===== config.mk =====
export PLATFORM = sky130hd
export DESIGN_NAME = sram_d_arbiter
export DESIGN_NICKNAME = d
export VERILOG_FILES = /design/src/rtl/sram_d_arbiter.sv
export SDC_FILE = /design/constraint.sdc
export NUM_CORES = 1
export LEC_CHECK = 0
export CAP_MARGIN = 20
export CORE_AREA = 3 3 138 140
export CTS_CLUSTER_DIAMETER = 120
export DETAILED_ROUTE_END_ITERATION = 6
export DIE_AREA = 0 0 141 143
export SKIP_CTS_REPAIR_TIMING = 1
export SYNTH_ARGS = -nofsm -noshare
export SYNTH_HDL_FRONTEND = slang
export SYNTH_SLANG_ARGS = --single-unit

===== constraint.sdc =====
create_clock -name clk_i -period 2.3 [get_ports clk_i]
set_input_delay 0.46 -clock clk_i [delete_from_list [all_inputs] [get_ports clk_i]]
set_output_delay 0.46 -clock clk_i [all_outputs]
set_load 0.03 [all_outputs]

===== src/rtl/sram_d_arbiter.sv =====
// rtl/sram_d_arbiter.sv - two-master OBI arbiter with range check in front of the SRAM data port
//
// Round-robin arbitration between master 0 (core LSU) and master 1 (DMA/debug).
// Legal requests are forwarded to the SRAM wrapper data port. Illegal requests
// (out of range or misaligned) are granted locally and answered with an error.
// Each 1-cycle-latency response is routed back to the master that was granted.
//
// Ports:
//   clk_i, rst_i                      clock, synchronous active-high reset
//   m0_* / m1_*                       OBI slave ports for master 0 / master 1
//   sram_d_*                          OBI master port toward the SRAM wrapper
//   illegal_access_o                  pulse in the grant cycle of an illegal access
//   err_addr_o, err_cnt_o             last illegal address, saturating illegal count
module sram_d_arbiter #(
  parameter logic [31:0] SRAM_BASE_ADDR = 32'h8000_0000,
  parameter logic [31:0] SRAM_END_ADDR  = 32'h8000_C000,
  parameter logic [31:0] ERR_RDATA      = 32'hDEAD_BEEF,
  parameter int unsigned ERR_CNT_W      = 8
) (
  input  logic                 clk_i,
  input  logic                 rst_i,
  input  logic                 m0_req_i,
  output logic                 m0_gnt_o,
  input  logic [31:0]          m0_addr_i,
  input  logic                 m0_we_i,
  input  logic [3:0]           m0_be_i,
  input  logic [31:0]          m0_wdata_i,
  output logic                 m0_rvalid_o,
  output logic [31:0]          m0_rdata_o,
  output logic                 m0_err_o,
  input  logic                 m1_req_i,
  output logic                 m1_gnt_o,
  input  logic [31:0]          m1_addr_i,
  input  logic                 m1_we_i,
  input  logic [3:0]           m1_be_i,
  input  logic [31:0]          m1_wdata_i,
  output logic                 m1_rvalid_o,
  output logic [31:0]          m1_rdata_o,
  output logic                 m1_err_o,
  output logic                 sram_d_req_o,
  input  logic                 sram_d_gnt_i,
  output logic [31:0]          sram_d_addr_o,
  output logic                 sram_d_we_o,
  output logic [3:0]           sram_d_be_o,
  output logic [31:0]          sram_d_wdata_o,
  input  logic                 sram_d_rvalid_i,
  input  logic [31:0]          sram_d_rdata_i,
  output logic                 illegal_access_o,
  output logic [31:0]          err_addr_o,
  output logic [ERR_CNT_W-1:0] err_cnt_o
);

  logic        sel;         // selected master: 0 = m0, 1 = m1
  logic        any_req;
  logic [31:0] sel_addr;
  logic        sel_we;
  logic [3:0]  sel_be;
  logic [31:0] sel_wdata;
  logic        sel_legal;
  logic        fwd;
  logic        granted;

  logic        last_grant;
  logic        resp_pend;
  logic        resp_owner;
  logic        resp_err;

  logic        deliver;
  logic        rsp_valid;
  logic [31:0] rsp_data;

  // On a tie the master that did not win last time goes; otherwise the lone
  // requester (m1_req_i alone gives 1, m0_req_i alone or nobody gives 0).
  always_comb begin
    if (m0_req_i && m1_req_i) sel = ~last_grant;
    else                      sel = m1_req_i;
  end

  assign any_req   = (m0_req_i | m1_req_i) & ~rst_i;
  assign sel_addr  = sel ? m1_addr_i  : m0_addr_i;
  assign sel_we    = sel ? m1_we_i    : m0_we_i;
  assign sel_be    = sel ? m1_be_i    : m0_be_i;
  assign sel_wdata = sel ? m1_wdata_i : m0_wdata_i;

  assign sel_legal = (sel_addr >= SRAM_BASE_ADDR) && (sel_addr < SRAM_END_ADDR) &&
                     (sel_addr[1:0] == 2'b00);

  assign fwd              = any_req & sel_legal;
  assign illegal_access_o = any_req & ~sel_legal;
  // Illegal requests never reach the SRAM, so they are granted immediately here.
  assign granted          = fwd ? sram_d_gnt_i : illegal_access_o;

  assign sram_d_req_o   = fwd;
  assign sram_d_addr_o  = fwd ? sel_addr  : '0;
  assign sram_d_we_o    = fwd ? sel_we    : 1'b0;
  assign sram_d_be_o    = fwd ? sel_be    : '0;
  assign sram_d_wdata_o = fwd ? sel_wdata : '0;

  assign m0_gnt_o = granted & ~sel;
  assign m1_gnt_o = granted &  sel;

  always_ff @(posedge clk_i) begin
    if (rst_i) begin
      last_grant <= 1'b1;
      resp_pend  <= 1'b0;
      resp_owner <= 1'b0;
      resp_err   <= 1'b0;
      err_addr_o <= '0;
      err_cnt_o  <= '0;
    end else begin
      resp_pend <= granted;
      if (granted) begin
        last_grant <= sel;
        resp_owner <= sel;
        resp_err   <= ~sel_legal;
      end
      if (illegal_access_o) begin
        err_addr_o <= sel_addr;
        if (err_cnt_o != '1) err_cnt_o <= err_cnt_o + ERR_CNT_W'(1);
      end
    end
  end

  // A response pending across a reset edge is suppressed while rst_i is high
  // and then cleared, so it is never delivered.
  assign deliver   = resp_pend & ~rst_i;
  assign rsp_valid = resp_err ? 1'b1      : sram_d_rvalid_i;
  assign rsp_data  = resp_err ? ERR_RDATA : sram_d_rdata_i;

  assign m0_rvalid_o = deliver & ~resp_owner & rsp_valid;
  assign m0_rdata_o  = (deliver & ~resp_owner) ? rsp_data : '0;
  assign m0_err_o    = deliver & ~resp_owner & resp_err;
  assign m1_rvalid_o = deliver &  resp_owner & rsp_valid;
  assign m1_rdata_o  = (deliver &  resp_owner) ? rsp_data : '0;
  assign m1_err_o    = deliver &  resp_owner & resp_err;

endmodule


==> results of run 1 <==
[state kept, by name, summed over array words and instances, names as in the netlist]
| register | cells |
|---|---|
| err_addr_o | 32 |
| err_cnt_o | 8 |
| last_grant | 1 |
| resp_err | 1 |
| resp_owner | 1 |
| resp_pend | 1 |
[worst min-delay path by stage]
| stage | endpoint |
|---|---|
| after global placement | err_addr_o[2]$_SDFFE_PP0P_ |
| after detailed placement | err_addr_o[14]$_SDFFE_PP0P_ |
| after CTS | err_addr_o[13]$_SDFFE_PP0P_ |
| after global routing | err_addr_o[13]$_SDFFE_PP0P_ |
| after floorplan | resp_owner$_SDFFE_PP0P_ |
| final | err_addr_o[27]$_SDFFE_PP0P_ |
[per-stage QoR]
stage / hold WS (ns) / setup TNS [ns] / power, W / setup WS, ns
floorplan: 0.447 / -6.92 / 0.00147 / -0.165
global placement: 0.442 / -40.00 / 0.00217 / -0.868
detailed placement: 0.446 / -41.45 / 0.00218 / -0.881
CTS: 0.459 / -31.97 / 0.00290 / -0.882
global route: 0.478 / -12.98 / 0.00308 / -0.276
finish: 0.454 / -8.66 / 0.00293 / -0.207
[per-layer routing]
metal	wire length [um]	vias to the layer above	global-route usage, %	share of wire, %
met3	1480	7	4.52	7.6
li1	-	2490	-	-
met5	0	-	0	0
met2	9840	195	27.9	50
met4	88	0	2.70	0.45
met1	8220	2318	20.8	42
[critical path, cell delays in order (launching register included)]
cell       delay (ns)
dfxtp_1          0.49
a21bo_4          0.21
nand4_4          0.11
o22ai_4          0.26
nand2_8          0.14
clkbuf_16        0.22
a21oi_4          0.15
buf_6            0.15
[power by group through the flow]
stage,logic (W),clock network (W),registers (W)
after CTS,0.00129,0.000732,0.000875
after floorplan,0.000460,0,0.00101
after global routing,0.00143,0.000764,0.000885
after global placement,0.00128,0,0.000890
after detailed placement,0.00128,0,0.000890
final,0.00135,0.000708,0.000876
[cell type report]
| class | instances | area, um2 |
|---|---|---|
| clock buffers | 7 | 133 |
| flip-flops and latches | 44 | 881 |
| well taps | 229 | 287 |
| fillers | 1731 | 9530 |
| multi-input cells | 422 | 2780 |
| repair buffers | 439 | 4310 |
| diodes | 1 | 2.50 |
| clock inverters | 1 | 8.76 |
| inverters | 5 | 22.5 |
[cells by family (layout without fill, tap and decap cells)]
| family | count (synthesis) | in the layout | share of synthesized area [%] |
|---|---|---|---|
| buffers and inverters | 56 | 452 | 9.15 |
| DFF | 44 | 44 | 25.8 |
| muxes | 63 | 63 | 18.5 |
| AOI/OAI and AO/OA | 67 | 67 | 12.2 |
| and+or+nand+nor | 274 | 274 | 34.0 |
| adders and majority gates | 1 | 1 | 0.366 |
| other | 1 | 18 | 0.110 |
[cell usage in the layout, fill, tap and decap left out, types with 2 or more instances in the layout]
cell type / Yosys / final
a31oi_1: 2 / 2
nor2_1: 115 / 106
buf_12: 0 / 23
conb_1: 1 / 17
buf_4: 17 / 167
nor2_2: 1 / 5
clkbuf_1: 28 / 2
or4_1: 3 / 3
dlymetal6s2s_1: 0 / 29
clkbuf_2: 0 / 12
o22ai_4: 0 / 2
nor4_4: 0 / 5
nand3b_1: 2 / 2
a21oi_4: 0 / 20
nand3_1: 7 / 6
dfxtp_1: 44 / 44
nand4_1: 2 / 2
a311oi_1: 2 / 2
a21oi_1: 44 / 17
o31ai_1: 3 / 3
nand2_1: 123 / 120
nand2_2: 0 / 2
buf_6: 5 / 31
mux2i_1: 63 / 61
nor2_4: 1 / 6
a21oi_2: 0 / 7
inv_1: 3 / 3
nor4_2: 2 / 3
a211oi_2: 2 / 2
nor4b_4: 0 / 2
clkdlybuf4s50_1: 0 / 172
buf_8: 0 / 2
o21ai_0: 3 / 3
nor2b_1: 3 / 3
clkbuf_16: 0 / 8
==> flow_metrics.env, run 1 <==
export IMPL_fmax_mhz=399
export IMPL_tightest_slew_ns=0.503
export IMPL_max_slew_margin_rel_pct=66.4
export IMPL_setup_slack_ns=-0.207
export IMPL_grt_pass1_wl_mm=26.3
export IMPL_final_max_slew_viol_count=0
export IMPL_gr_total_overflow=0
export IMPL_syn_instance_count=506
export IMPL_period_needed_ns=2.51
export IMPL_synth_top_area_share_pct=25.8
export IMPL_fin_crit_sh_pct=109
export IMPL_pin_count=357
export IMPL_p_clk_share_pct=24.2
export IMPL_route_detailed_drc=0
export IMPL_yosys_most_used_dff="dfxtp_1"
export IMPL_start_util_pct=19.0
export IMPL_cp_max_fo=8
export IMPL_hold_viol_final=0
export IMPL_drive_gt1_share_pct=33.7
export IMPL_rsz0062_at_grt="true"
export IMPL_drt_wirelength_per_cell_um=17.1
export IMPL_avgSynthCellArea_um2=6.75
export IMPL_clkSinkCount=44
export IMPL_port_buffer_count=339
export IMPL_clockBufferDepth=2
export IMPL_switching_power_w=0.00104
export IMPL_drt_initial_drc_count=187
export IMPL_cts_root_buf="clkbuf_16"
export IMPL_cp_arrival_ns=2.05
export IMPL_cp_start_kind="flip-flop"
export IMPL_cts_made_buffers=5
export IMPL_clk_pin_slew_ns=0.06
export IMPL_first_pass_iters=5
export IMPL_synthesis_area_mm2=0.00342
export IMPL_placed_cells=1133
export IMPL_violations="setup timing"
export IMPL_die_area_mm2=0.0202
export IMPL_stdcell_area_mm2=0.00843
export IMPL_dieHeight_um=143
export IMPL_drv_cap=0
export IMPL_clkLatencyLatePin_ns=0.29
export IMPL_status="finished with violations"
export IMPL_p_leak_nw=3.94
export IMPL_cts_tree="done"
export IMPL_synthTopCellsByArea="dfxtp_1, mux2i_1, nand2_1"
export IMPL_ys_types=46
export IMPL_dp_hpwl_mm=14.5
export IMPL_die_w_um=141
export IMPL_grt_util_all_layers_pct=16.3
export IMPL_grt_max_degree=53
export IMPL_grt_pass1_vias=4603
export IMPL_power_density_mw_per_mm2=348
export IMPL_synth_most_common_cell="nand2_1"
export IMPL_num_vias=5010
export IMPL_cp_startpoint="last_grant$_SDFFE_PP1P_"
export IMPL_routed_wl_mm=19.6
export IMPL_p_sw_share_pct=35.4
export IMPL_final_util_pct=46.9
export IMPL_cp_end_kind="output pin"
export IMPL_area_growth_pct=147
export IMPL_finalSetupViolCount=54
export IMPL_r2r_slack_ns=0.29
export IMPL_rr_startpoint="last_grant$_SDFFE_PP1P_"
export IMPL_final_cells=1148
export IMPL_reg2reg_depth=9
export IMPL_final_nets=1094
export IMPL_hold_start="err_addr_o[27]$_SDFFE_PP0P_"
export IMPL_antenna_found_initial=1
export IMPL_p_int_w=0.00190
export IMPL_fp_row_count=49
export IMPL_seq_power_share_pct=29.9
export IMPL_core_mm2=0.0180
export IMPL_routed_via_density=4.36
export IMPL_peakVddDrop_v=0.000356
export IMPL_dpl_instance_area_mm2=0.00758
export IMPL_synth_edff_count=0
export IMPL_h_tree_depth=2
export IMPL_worstPathRequired_ns=1.84
export IMPL_holdPathStages=2
export IMPL_worstSetupPathType="flip-flop to output pin"
export IMPL_holdCritPathClass="flip-flop to flip-flop"
export IMPL_ys_warn_count=0
export IMPL_yosys_area_top_type="dfxtp_1"
export IMPL_finClkSkew_ns=0.00864
export IMPL_synth_seq_cells=44
export IMPL_r2r_end="err_cnt_o[6]$_SDFFE_PP0P_"
export IMPL_cp_endpoint="sram_d_wdata_o[21]"
export IMPL_power_frac_comb_pct=46.0
export IMPL_ys_top_cells_by_count="nand2_1, nor2_1, mux2i_1, a21oi_1, dfxtp_1"
export IMPL_synth_seq_area_share_pct=25.8
export IMPL_place_congestion=0.781
export IMPL_synthArstFlopShare_pct=0
export IMPL_ant_nets=0
Power figures use the tool's default switching activity.
==> run 2, diff against run 1 <==
--- a/config.mk
+++ b/config.mk
@@ -5,7 +5,8 @@
 export SDC_FILE = /design/constraint.sdc
 export NUM_CORES = 1
 export LEC_CHECK = 0
-export CAP_MARGIN = 20
+export ABC_CLOCK_PERIOD_IN_PS = 2300
+export CAP_MARGIN = 40
 export CORE_AREA = 3 3 138 140
 export CTS_CLUSTER_DIAMETER = 120
 export DETAILED_ROUTE_END_ITERATION = 6
==> results of run 2 <==
Same layout as run 1: the final DEF is identical, and so are final timing and power.
==> run 3, diff against run 2 <==
--- a/config.mk
+++ b/config.mk
@@ -5,12 +5,13 @@
 export SDC_FILE = /design/constraint.sdc
 export NUM_CORES = 1
 export LEC_CHECK = 0
+export ABC_AREA = 1
 export ABC_CLOCK_PERIOD_IN_PS = 2300
 export CAP_MARGIN = 40
-export CORE_AREA = 3 3 138 140
+export CORE_AREA = 3 3 137 139
 export CTS_CLUSTER_DIAMETER = 120
 export DETAILED_ROUTE_END_ITERATION = 6
-export DIE_AREA = 0 0 141 143
+export DIE_AREA = 0 0 140 142
 export SKIP_CTS_REPAIR_TIMING = 1
 export SYNTH_ARGS = -nofsm -noshare
 export SYNTH_HDL_FRONTEND = slang
==> flow_metrics.env, run 3 <==
export IMPL_status="finished with violations"
export IMPL_violations="setup timing"
export IMPL_synth_edff_count=0
export IMPL_synthesis_area_mm2=0.00384
export IMPL_period_needed_ns=2.71
export IMPL_cp_endpoint="sram_d_wdata_o[2]"
export IMPL_drt_wirelength_per_cell_um=15.2
export IMPL_yosys_area_top_type="dfxtp_1"
export IMPL_place_congestion=0.839
export IMPL_synth_seq_cells=44
export IMPL_fmax_mhz=369
export IMPL_final_common_cell="clkdlybuf4s50_1"
export IMPL_cp_arrival_ns=2.25
export IMPL_gr_total_overflow=0
export IMPL_h_tree_depth=2
export IMPL_start_util_pct=21.6
export IMPL_final_nets=1176
export IMPL_drv_cap=0
export IMPL_synth_most_common_cell="nand2_1"
export IMPL_ys_top_cells_by_count="nand2_1, a21oi_1, inv_1, dfxtp_1, nand3_2"
export IMPL_synth_seq_area_share_pct=22.9
export IMPL_core_mm2=0.0178
export IMPL_holdCritPathClass="flip-flop to flip-flop"
export IMPL_ant_nets=0
export IMPL_area_growth_pct=134
export IMPL_r2r_slack_ns=0.20
export IMPL_clk_pin_slew_ns=0.07
export IMPL_power_frac_comb_pct=47.7
export IMPL_final_util_pct=50.6
export IMPL_top_regs="err_addr_o x32, err_cnt_o x8"
export IMPL_cts_made_buffers=5
export IMPL_synth_top_area_share_pct=22.9
export IMPL_largest_register_ffs=32
export IMPL_cts_tree="done"
export IMPL_p_clk_share_pct=23.4
export IMPL_finClkSkew_ns=0.00782
export IMPL_syn_instance_count=604
export IMPL_synthArstFlopShare_pct=0
export IMPL_whs_ns=0.464
export IMPL_num_vias=5226
export IMPL_seq_area_um2=882
export IMPL_power_density_mw_per_mm2=336
export IMPL_clkSinkCount=44
export IMPL_cts_root_buf="clkbuf_16"
export IMPL_setup_slack_ns=-0.407
export IMPL_grt_pass1_wl_mm=27.0
export IMPL_grt_max_degree=53
export IMPL_routed_wl_mm=18.7
export IMPL_rsz0062_at_grt="true"
export IMPL_port_buffer_count=339
export IMPL_first_pass_iters=5
export IMPL_grt_util_all_layers_pct=16.6
export IMPL_synthTopCellsByArea="dfxtp_1, nand2_1, a21oi_1"
export IMPL_avgSynthCellArea_um2=6.36
export IMPL_worstPathRequired_ns=1.84
export IMPL_max_slew_margin_rel_pct=61.9
export IMPL_final_max_slew_viol_count=0
export IMPL_clockBufferDepth=2
export IMPL_tightest_slew_ns=0.572
export IMPL_p_int_w=0.00191
export IMPL_seq_power_share_pct=28.9
export IMPL_finalSetupViolCount=56
export IMPL_die_area_mm2=0.0199
export IMPL_regMostFlops="err_addr_o"
export IMPL_reg2reg_depth=15
export IMPL_cp_startpoint="m0_addr_i[31]"
export IMPL_fillers=1717
export IMPL_cp_end_kind="output pin"
export IMPL_peakVddDrop_v=0.000278
export IMPL_dieHeight_um=142
export IMPL_ys_warn_count=0
export IMPL_drt_initial_drc_count=161
export IMPL_grt_pass1_vias=4759
export IMPL_die_w_um=140
export IMPL_multiInputGateArea_mm2=0.00303
export IMPL_p_sw_share_pct=36.7
export IMPL_routed_via_density=4.25
export IMPL_diodes=0
export IMPL_cp_max_fo=8
export IMPL_dp_hpwl_mm=14.7
export IMPL_route_detailed_drc=0
export IMPL_switching_power_w=0.00111
export IMPL_fin_crit_sh_pct=118
export IMPL_drive_gt1_share_pct=39.1
export IMPL_fp_row_count=49
export IMPL_antenna_found_initial=0
export IMPL_layout_common_cells="clkdlybuf4s50_1, nand2_1, buf_4, inv_1, a21oi_1"
export IMPL_ys_types=31
export IMPL_r2r_end="err_addr_o[18]$_SDFFE_PP0P_"
export IMPL_worstSetupPathType="input port to output pin"
export IMPL_clkLatencyLatePin_ns=0.29
export IMPL_yosys_most_used_dff="dfxtp_1"
export IMPL_cp_start_kind="input port"
export IMPL_pin_count=357
export IMPL_rr_startpoint="last_grant$_SDFFE_PP1P_"
export IMPL_hold_viol_final=0
export IMPL_p_leak_nw=4.05
run 3: power by group through the flow:
stage	logic [W]	registers, W	clock network (W)
floorplan	0.000611	0.00100	0
global placement	0.00139	0.000887	0
detailed placement	0.00139	0.000888	0
CTS	0.00139	0.000872	0.000741
global route	0.00154	0.000881	0.000776
finish	0.00144	0.000873	0.000706
run 3: kinds of logic (layout without fill, tap and decap cells):
logic type,count (synthesis),in the layout,share of synthesized area [%]
AO/OA/AOI/OAI,122,122,17.9
XOR/XNOR,5,5,1.14
adder cells (fa/ha/maj),1,1,0.326
buffers and inverters,130,510,17.4
flip-flops,44,44,22.9
multiplexers,12,12,3.13
other,1,17,0.0976
AND/OR/NAND/NOR,289,289,37.0
run 3: layout make-up:
cell class,instances,share of cell area (%)
Clock buffer,6,1.43
Timing Repair Buffer,435,48.8
Tap cell,229,3.19
Inverter,67,2.88
Clock inverter,2,0.181
Sequential cell,44,9.81
Multi-Input combinational cell,446,33.7
run 3: critical path, cell delays in order:
cell	delay (ns)
clkdlybuf4s50_1	0.45
inv_1	0.05
nand2_2	0.05
nand2_2	0.06
inv_2	0.05
nand2_2	0.05
nor2_2	0.11
nand2_2	0.07
nor2_4	0.12
nand3_4	0.18
buf_12	0.21
buf_12	0.13
a21oi_4	0.13
buf_12	0.13
run 3: worst min path at each step:
stage / from / endpoint / slack (ns) / cells after the start
floorplan: resp_owner$_SDFFE_PP0P_ / resp_owner$_SDFFE_PP0P_ / 0.47 / 2
global placement: err_addr_o[28]$_SDFFE_PP0P_ / err_addr_o[28]$_SDFFE_PP0P_ / 0.44 / 2
detailed placement: err_addr_o[28]$_SDFFE_PP0P_ / err_addr_o[28]$_SDFFE_PP0P_ / 0.45 / 2
CTS: err_addr_o[24]$_SDFFE_PP0P_ / err_addr_o[24]$_SDFFE_PP0P_ / 0.47 / 2
global route: err_addr_o[2]$_SDFFE_PP0P_ / err_addr_o[2]$_SDFFE_PP0P_ / 0.48 / 2
finish: err_addr_o[28]$_SDFFE_PP0P_ / err_addr_o[28]$_SDFFE_PP0P_ / 0.46 / 2
run 3: per-stage QoR:
step / TNS (ns) / power, W / setup WS (ns) / instance area [um2] / cells
CTS: -42.51 / 0.00300 / -0.834 / 8380 / 1214
global placement: -52.88 / 0.00227 / -0.815 / 8240 / 1206
detailed placement: -54.47 / 0.00227 / -0.827 / 8240 / 1206
global route: -27.08 / 0.00320 / -0.543 / 8990 / 1229
floorplan: -2.68 / 0.00161 / -0.133 / 4460 / 620
finish: -19.24 / 0.00302 / -0.407 / 8990 / 1229
run 3: routing by layer:
layer | up-vias | track usage [%] | part of all wire, %
met5 | - | 0 | 0
met4 | 0 | 2.19 | 0.62
met3 | 12 | 4.17 | 6.9
met2 | 190 | 28.9 | 51
met1 | 2319 | 21.6 | 42
li1 | 2705 | - | -
